<file path="src/rtl/rr_grant_arbiter4_if.sv">
// Request/grant bundle between requesters and the round-robin arbiter.
// The master side drives requests; the slave side (the arbiter) drives the grant.
interface rr_grant_arbiter4_if;
  logic [3:0] req;
  logic       release_i;
  logic [3:0] gnt;
  logic       gnt_valid;
  logic [1:0] gnt_idx;
  logic       timeout;

  modport master (
    output req, release_i,
    input  gnt, gnt_valid, gnt_idx, timeout
  );

  modport slave (
    input  req, release_i,
    output gnt, gnt_valid, gnt_idx, timeout
  );
endinterface

</file>
<file path="src/rtl/rr_grant_arbiter4.sv">
// Four-way round-robin arbiter with registered one-hot grant, encoded index
// and a hold-time watchdog that revokes a grant held for MAX_HOLD+1 cycles.
module rr_grant_arbiter4 #(
  parameter int MAX_HOLD = 15,
  parameter int CNT_W    = 4
) (
  input  logic                 clk,
  input  logic                 rst,
  rr_grant_arbiter4_if.slave   bus
);

  typedef enum logic {IDLE, GRANT} state_t;

  state_t             state_q;
  logic [1:0]         ptr_q;
  logic [1:0]         idx_q;
  logic [3:0]         gnt_q;
  logic               vld_q;
  logic               timeout_q;
  logic [CNT_W-1:0]   cnt_q;

  logic [1:0]         pick_idx_d;
  logic               pick_hit_d;
  logic               rel_d;
  logic               expire_d;

  // First requester at or after the pointer, wrapping 3 -> 0; bit 2 flags a hit.
  function automatic logic [2:0] rr_pick(input logic [3:0] r, input logic [1:0] p);
    logic [1:0] k;
    rr_pick = 3'b000;
    for (int i = 3; i >= 0; i--) begin
      k = p + i[1:0];
      if (r[k]) rr_pick = {1'b1, k};
    end
  endfunction

  always_comb begin
    {pick_hit_d, pick_idx_d} = rr_pick(bus.req, ptr_q);
    rel_d    = bus.release_i | ~bus.req[idx_q];
    expire_d = (MAX_HOLD != 0) && (cnt_q == CNT_W'(MAX_HOLD));
  end

  always_ff @(posedge clk) begin
    if (rst) begin
      state_q   <= IDLE;
      ptr_q     <= 2'd0;
      idx_q     <= 2'd0;
      gnt_q     <= 4'b0000;
      vld_q     <= 1'b0;
      timeout_q <= 1'b0;
      cnt_q     <= '0;
    end else begin
      timeout_q <= 1'b0;
      case (state_q)
        IDLE: begin
          if (pick_hit_d) begin
            gnt_q   <= 4'b0001 << pick_idx_d;
            idx_q   <= pick_idx_d;
            vld_q   <= 1'b1;
            cnt_q   <= '0;
            state_q <= GRANT;
          end
        end
        GRANT: begin
          // A release outranks the watchdog, so timeout only fires without one.
          if (rel_d || expire_d) begin
            gnt_q     <= 4'b0000;
            idx_q     <= 2'd0;
            vld_q     <= 1'b0;
            ptr_q     <= idx_q + 2'd1;
            timeout_q <= ~rel_d;
            state_q   <= IDLE;
          end else begin
            cnt_q <= cnt_q + 1'b1;
          end
        end
        default: state_q <= IDLE;
      endcase
    end
  end

  assign bus.gnt       = gnt_q;
  assign bus.gnt_valid = vld_q;
  assign bus.gnt_idx   = idx_q;
  assign bus.timeout   = timeout_q;

endmodule

</file>
<file path="src/flat_wrapper.sv">
// flat-port wrapper written by rule: the top's interface ports become plain ports
module rr_grant_arbiter4_flat 
#(
  parameter int MAX_HOLD = 15,
  parameter int CNT_W    = 4
)
  (clk, rst, bus_req, bus_release_i, bus_gnt, bus_gnt_valid, bus_gnt_idx, bus_timeout);
  rr_grant_arbiter4_if bus_i ();
  input  logic clk;
  input  logic rst;
  input wire logic [$bits(bus_i.req)-1:0] bus_req;
  input wire logic [$bits(bus_i.release_i)-1:0] bus_release_i;
  output wire logic [$bits(bus_i.gnt)-1:0] bus_gnt;
  output wire logic [$bits(bus_i.gnt_valid)-1:0] bus_gnt_valid;
  output wire logic [$bits(bus_i.gnt_idx)-1:0] bus_gnt_idx;
  output wire logic [$bits(bus_i.timeout)-1:0] bus_timeout;
  assign bus_i.req = bus_req;
  assign bus_i.release_i = bus_release_i;
  assign bus_gnt = bus_i.gnt;
  assign bus_gnt_valid = bus_i.gnt_valid;
  assign bus_gnt_idx = bus_i.gnt_idx;
  assign bus_timeout = bus_i.timeout;
  rr_grant_arbiter4 #(.MAX_HOLD(MAX_HOLD), .CNT_W(CNT_W)) u_core (.clk(clk), .rst(rst), .bus(bus_i));
endmodule
</file>
<file path="config.mk">
export PLATFORM = sky130hd
export DESIGN_NAME = rr_grant_arbiter4_flat
export DESIGN_NICKNAME = d
export VERILOG_FILES = /design/src/rtl/rr_grant_arbiter4_if.sv /design/src/rtl/rr_grant_arbiter4.sv /design/src/flat_wrapper.sv
export SDC_FILE = /design/constraint.sdc
export NUM_CORES = 1
export LEC_CHECK = 0
export ABC_AREA = 1
export CAP_MARGIN = 5
export CORE_MARGIN = 5
export CORE_UTILIZATION = 46
export DETAILED_ROUTE_END_ITERATION = 12
export HOLD_SLACK_MARGIN = 0.08
export PLACE_DENSITY = 0.71
export SYNTH_ARGS = -nofsm -noshare
export SYNTH_HDL_FRONTEND = slang
export SYNTH_SLANG_ARGS = --single-unit
export TNS_END_PERCENT = 1
</file>
<file path="constraint.sdc">
create_clock -name clk -period 1.31 [get_ports clk]
set_input_delay 0.131 -clock clk [delete_from_list [all_inputs] [get_ports clk]]
set_output_delay 0.131 -clock clk [all_outputs]
set_load 0.02 [all_outputs]
</file>
# Word level (Yosys, flattened, before mapping)
# Cells that the tools add are included.
[word_totals] reg_bits=15 elab_cells=61 out_inout_bits=8 in_bits=7
[op_classes] magnitude_cmp=5 n_bitwise=5 shift=1 n_eq_ne=4 n_reduce_logical=5 n_mux=29 add_sub_neg=5
[ops] operator="4-bit 2-to-1 mux" count=4
[ops] operator="4-bit case mux with 2 select lines" count=2
[ops] operator="2-bit by 3-bit less-than comparator with 1-bit output (second input constant)" count=5
[ops] operator="3-bit 2-to-1 mux" count=4
[ops] operator="1-bit binary-select mux with 2-bit select" count=5
[ops] operator="1-bit 2-to-1 mux" count=9
[ops] operator="2-bit AND reduction" count=3
[ops] operator="2-bit by 1-bit adder with 2-bit output (second input constant)" count=2
[ops] operator="2-bit adder (second input constant)" count=2
[ops] operator="4-bit by 1-bit adder with 4-bit output (second input constant)" count=1
[ops] operator="4-bit equality test (second input constant)" count=1
[ops] operator="2-bit 2-to-1 mux" count=2
[ops] operator="2-bit != test (second input constant)" count=2
[ops] operator="1-bit NOT" count=4
[ops] operator="1-bit case mux with 2 select lines" count=2
[ops] operator="2-bit case mux with 2 select lines" count=1
[ops] operator="1-bit by 2-bit << shifter with 4-bit output (first input constant)" count=1
[ops] operator="3-bit OR reduction" count=1
[ops] operator="2-bit by 1-bit != test with 1-bit output (second input constant)" count=1
[ops] operator="1-bit logical OR" count=1
[ops] operator="1-bit bitwise OR" count=1

# Depth between registers and ports, before layout
[depth] depth_word=10 depth_mapped=13 mapped_depth_nobuf=13

# Least setup slack after synthesis
# OpenSTA, ideal clock, no wires.
[synth_timing] path_kind="register to register" start="reg u_core.idx_q[0], in the netlist u_core.bus.gnt_idx[0]" end="reg u_core.gnt_q[0], in the netlist u_core.bus.gnt[0]" period_less_slack_ps=1414 path_stages_with_launch=11 setup_slack_ps=-104 t_required_ps=1182 setup_time_ps=128 t_arrival_ps=1286 n_path_buf=1 path_cell_list="dfxtp_1 -> buf_4 -> nand2_1 -> o211ai_1 -> nand2_1 -> nand3b_1 -> nand2_1 -> nand2_2 -> nor2_1 -> nor2_1 -> nor2_1"
[synth_between] elab_chain_len=7
[synth_lines] item="start: declaration" line_no="rr_grant_arbiter4.sv:16" rtl="logic [1:0] idx_q;"
[synth_lines] item="start signal: assignment" line_no="rr_grant_arbiter4.sv:58" rtl="idx_q <= pick_idx_d;"
[synth_lines] item="1-bit binary-select mux with 2-bit select" line_no="rr_grant_arbiter4.sv:39" rtl="rel_d = bus.release_i | ~bus.req[idx_q];"
[synth_lines] item="1-bit 2-to-1 mux (implied by the code)" line_no="rr_grant_arbiter4.sv:39"
[synth_lines] item="1-bit NOT" line_no="rr_grant_arbiter4.sv:39"
[synth_lines] item="1-bit bitwise OR" line_no="rr_grant_arbiter4.sv:39"
[synth_lines] item="1-bit logical OR" line_no="rr_grant_arbiter4.sv:66" rtl="if (rel_d || expire_d) begin"
[synth_lines] item="2-bit != test (no source line)"
[synth_lines] item="2-bit AND reduction (no source line)"
[synth_lines] item="end signal: assignment" line_no="rr_grant_arbiter4.sv:57" rtl="gnt_q <= 4'b0001 << pick_idx_d;"
[synth_lines] item="end: declaration" line_no="rr_grant_arbiter4.sv:17" rtl="logic [3:0] gnt_q;"
# No other way between the ends. The select of a mux whose other input is x is not followed.
# A chain may end at the register's enable or synchronous reset.

# Worst setup path after layout
[layout_timing] start="reg u_core.ptr_q[0]" end="reg u_core.idx_q[1], in the netlist u_core.bus.gnt_idx[1]"
[layout_between] elab_chain_len=9 word_cells_on_any_way=19 cone_classes="3 x add/sub; 1 x eq/ne; 14 x mux; 1 x reduce/logical"
[layout_lines] item="start: declaration" line_no="rr_grant_arbiter4.sv:15" rtl="logic [1:0] ptr_q;"
[layout_lines] item="start signal: assignment" line_no="rr_grant_arbiter4.sv:70" rtl="ptr_q <= idx_q + 2'd1;"
[layout_lines] item="2-bit adder" line_no="rr_grant_arbiter4.sv:32" rtl="k = p + i[1:0];"
[layout_lines] item="1-bit binary-select mux with 2-bit select" line_no="rr_grant_arbiter4.sv:33" rtl="if (r[k]) rr_pick = {1'b1, k};"
[layout_lines] item="1-bit 2-to-1 mux (implied by the code)" line_no="rr_grant_arbiter4.sv:33"
[layout_lines] item="3-bit 2-to-1 mux (3 in a row)" line_no="rr_grant_arbiter4.sv:33"
[layout_lines] item="3-bit 2-to-1 mux (*)" line_no="rr_grant_arbiter4.sv:33"
[layout_lines] item="2-bit 2-to-1 mux or 2-bit by 1-bit != test with 1-bit output (tied branches)"
[layout_lines] item="2-bit case mux with 2 select lines or 2-bit AND reduction (tied branches)"
# Every way passes the cells marked *; elsewhere a longest branch is shown, timed or not. The select of a mux whose other input is x is not followed.

==> flow_metrics.py <==
metrics = {
    "run_status": {
        "status": "complete, but fails checks",
        "violations": "negative setup slack",
    },
    "die": {
        "die-area_um2": 2980,
        "coreArea_um2": 1920,
        "die_w_um": 54.6,
        "rows": 16,
        "initial_core_util": 0.476,
        "io-pin-count": 15,
        "die_h_um": 54.6,
    },
    "layout": {
        "syn2layout_area_growth_pct": 40.5,
        "antennaDiodeCount": 0,
        "nets": 176,
        "final_area_um2": 1280,
        "stdcell_count": 194,
        "fin_util": 0.669,
        "drive_gt1_frac": 0.317,
    },
    "routing": {
        "drt_pass1_iterations": 4,
        "drc": 0,
        "wl_per_cell_um": 11.5,
        "vias": 970,
        "viasPerCell": 5.00,
        "ant_nets": 0,
        "drt_iter0_markers": 13,
        "drt_wl_total_mm": 2.24,
    },
    "sta": {
        "relSlewSlack": 0.816,
        "min_period_over_period": 1.13,
        "fmax_mhz": 678,
        "grt_setup_unrepaired": "yes",
        "fin_setup_tns_ns": -1.64,
        "fin_crit_ns": 1.48,
        "finalWorstSetupSlack_ns": -0.166,
        "finalMaxSlewViolations": 0,
        "setup_viol_count_final": 14,
        "tightest_slew_ns": 0.275,
        "skew_ns": 0.00576,
        "hold_viol_final": 0,
        "whs_ns": 0.488,
    },
    "worst_setup_path": {
        "arrival_ns": 1.66,
        "start_kind": "register",
        "r2r-start": "u_core.ptr_q[0]$_SDFFE_PP0P_",
        "worst-path-max-fanout": 8,
        "reg2reg_depth": 8,
        "worst-r2r-setup-slack_ns": -0.17,
        "critical_path.top_delay_family": "compound AO/OA/AOI/OAI gates",
        "required_ns": 1.50,
        "slowest_delay_ns": 0.37,
        "crit_chain": "buf_12, o21ai_4, nor2_4, a21oi_4, clkinv_4, buf_6, nand3_1, a21oi_1",
        "path_class": "reg -> reg",
        "slowest_stage": "dfxtp_4",
        "path_buf_inv": 3,
        "regToRegEndpoint": "u_core.bus.gnt_idx[1]$_SDFFE_PP0P_",
        "endpoint_kind": "register",
    },
    "yosys": {
        "synth_area_leaders": "dfxtp_1 (33%), nand2_1 (13%), nand3_1 (9.3%)",
        "syn-cell-area_um2": 915,
        "syn_area_per_cell_um2": 6.63,
        "synth_area_leader_cell": "dfxtp_1",
        "yosysUniqueCellTypes": 24,
        "yosysSeqAreaShare": 0.328,
        "ys.flop_type": "dfxtp_1",
        "synthArstFlopShare": 0,
        "syn_inst": 138,
        "ys_ff_latch": 15,
        "netlist.area_leader.share": 0.328,
        "synth_edf_count": 0,
        "yosys_warnings": 0,
        "synth_fp_nets": 146,
    },
    "power_and_ir_drop": {
        "ir_worst_vdd_uv": 801,
        "p_per_area_nw_per_um2": 1250,
        "p_leak_nw": 0.591,
        "power.total_mw": 1.61,
    },
    "placement": {
        "placed_cells_incl_taps": 184,
        "dpl-instance-area_um2": 1150,
        "io_buffers": 14,
        "place.gp.congestion": 0.762,
        "hpwl_mm": 1.66,
        "dp_slack_ns": -0.351,
    },
    "hold_path": {
        "hold_class": "reg -> reg",
        "hp-start": "u_core.cnt_q[0]$_SDFFE_PP0P_",
        "hold_end": "u_core.cnt_q[0]$_SDFFE_PP0P_",
        "hold_path_depth": 1,
    },
    "flow_run": {
        "maxCapViolations": 0,
    },
    "clocking": {
        "path_clk_slew_ns": 0.10,
        "htreeDepth": 1,
        "root_buffer": "clkbuf_4",
        "cts.sinks": 15,
        "clk_path_buf_depth": 2,
        "clk_latency_ns": 0.29,
        "cts_tree": "done",
        "cts_buffers": 3,
    },
    "global_route": {
        "grt_pass1_vias": 822,
        "grt_max_degree": 11,
        "antenna_found_initial": 0,
        "grt_usage": 0.156,
        "grt-ovfl-total": 0,
        "grt_pass1_wl_mm": 3.37,
    },
}
==> worst max path at each step <==
stage	start	depth (start not counted)	slack, ns	endpoint
after floorplan	u_core.ptr_q[0]$_SDFFE_PP0P_	10	-0.004	u_core.bus.gnt[0]$_SDFFE_PP0P_
after detailed placement	bus_req[3]	10	-0.35	u_core.bus.gnt[0]$_SDFFE_PP0P_
after global placement	bus_req[3]	10	-0.31	u_core.bus.gnt[0]$_SDFFE_PP0P_
after CTS	u_core.ptr_q[0]$_SDFFE_PP0P_	9	-0.11	u_core.bus.gnt[0]$_SDFFE_PP0P_
after global routing	u_core.cnt_q[0]$_SDFFE_PP0P_	6	-0.29	u_core.cnt_q[0]$_SDFFE_PP0P_
final	u_core.ptr_q[0]$_SDFFE_PP0P_	8	-0.17	u_core.bus.gnt_idx[1]$_SDFFE_PP0P_
==> placed cells by master (no fill, tap or decap), types with 8 or more instances in the layout <==
cell	n
nand2_1	31
nand2_2	13
inv_1	14
nand3_1	12
nor2_1	14
dfxtp_1	12
dlygate4sd2_1	8
a21oi_1	8
buf_4	11
==> cell type report <==
cell class	count	area [µm²]
multi-input combinational	104	594
clock inverter	1	5.00
clock buffer	3	22.5
sequential	15	309
inverter	16	65.1
tap	27	33.8
fill	187	637
timing repair buffer	28	255
==> state kept, by name (all words and copies together), names as in the netlist <==
register,count
u_core.bus.gnt_idx,2
u_core.bus.gnt_valid,1
u_core.bus.timeout,1
u_core.cnt_q,4
u_core.ptr_q,2
u_core.bus.gnt,4
u_core.state_q,1
==> logic make-up (layout without fill, tap and decap cells) <==
group	count (synthesis)	after routing	share of synthesized area
buffers and inverters	19	48	0.0930
XOR/XNOR	2	2	0.0192
adder cells (fa/ha/maj)	1	1	0.0137
flip-flops	15	15	0.328
AND/OR/NAND/NOR	83	83	0.421
AO/OA/AOI/OAI	18	18	0.124
==> synth_stat cells, types with 2 or more instances <==
library cell  number
a21oi_1           10
nand2_1           32
o21ai_2            2
dfxtp_1           15
inv_1             14
o22ai_1            2
nand2_2           13
o21ai_0            2
nor2_2             2
nand3_1           17
nor2_1            16
==> report_power, final <==
group,switching (mW),total (mW),internal [mW]
Sequential,0.0507,0.566,0.515
Clock,0.155,0.269,0.113
Combinational,0.441,0.772,0.331
Total,0.647,1.61,0.960
==> worst register-to-register path, delay by kind of cell (launching register included) <==
family / cells / cell delay, ns
buffers and inverters: 3 / 0.41
AO/OA/AOI/OAI: 3 / 0.45
AND/OR/NAND/NOR: 2 / 0.16
flip-flops: 1 / 0.37
==> metal layers <==
layer,vias up,wire (µm),GRT usage
li1,498,-,-
met1,453,923,0.171
met2,15,1220,0.293
met3,4,70,0.0327
met4,0,23,0.0498
met5,-,0,0
==> repair_timing <==
item | CTS | global route
setup endpoints to repair | 21 | 14
buffers inserted | 0 | 6
pin swaps | 1 | 11
cloned | 0 | 0
gates resized for setup | 9 | 19
hold buffers | 0 | 0
No activity file was read; power rests on OpenSTA's default activity.
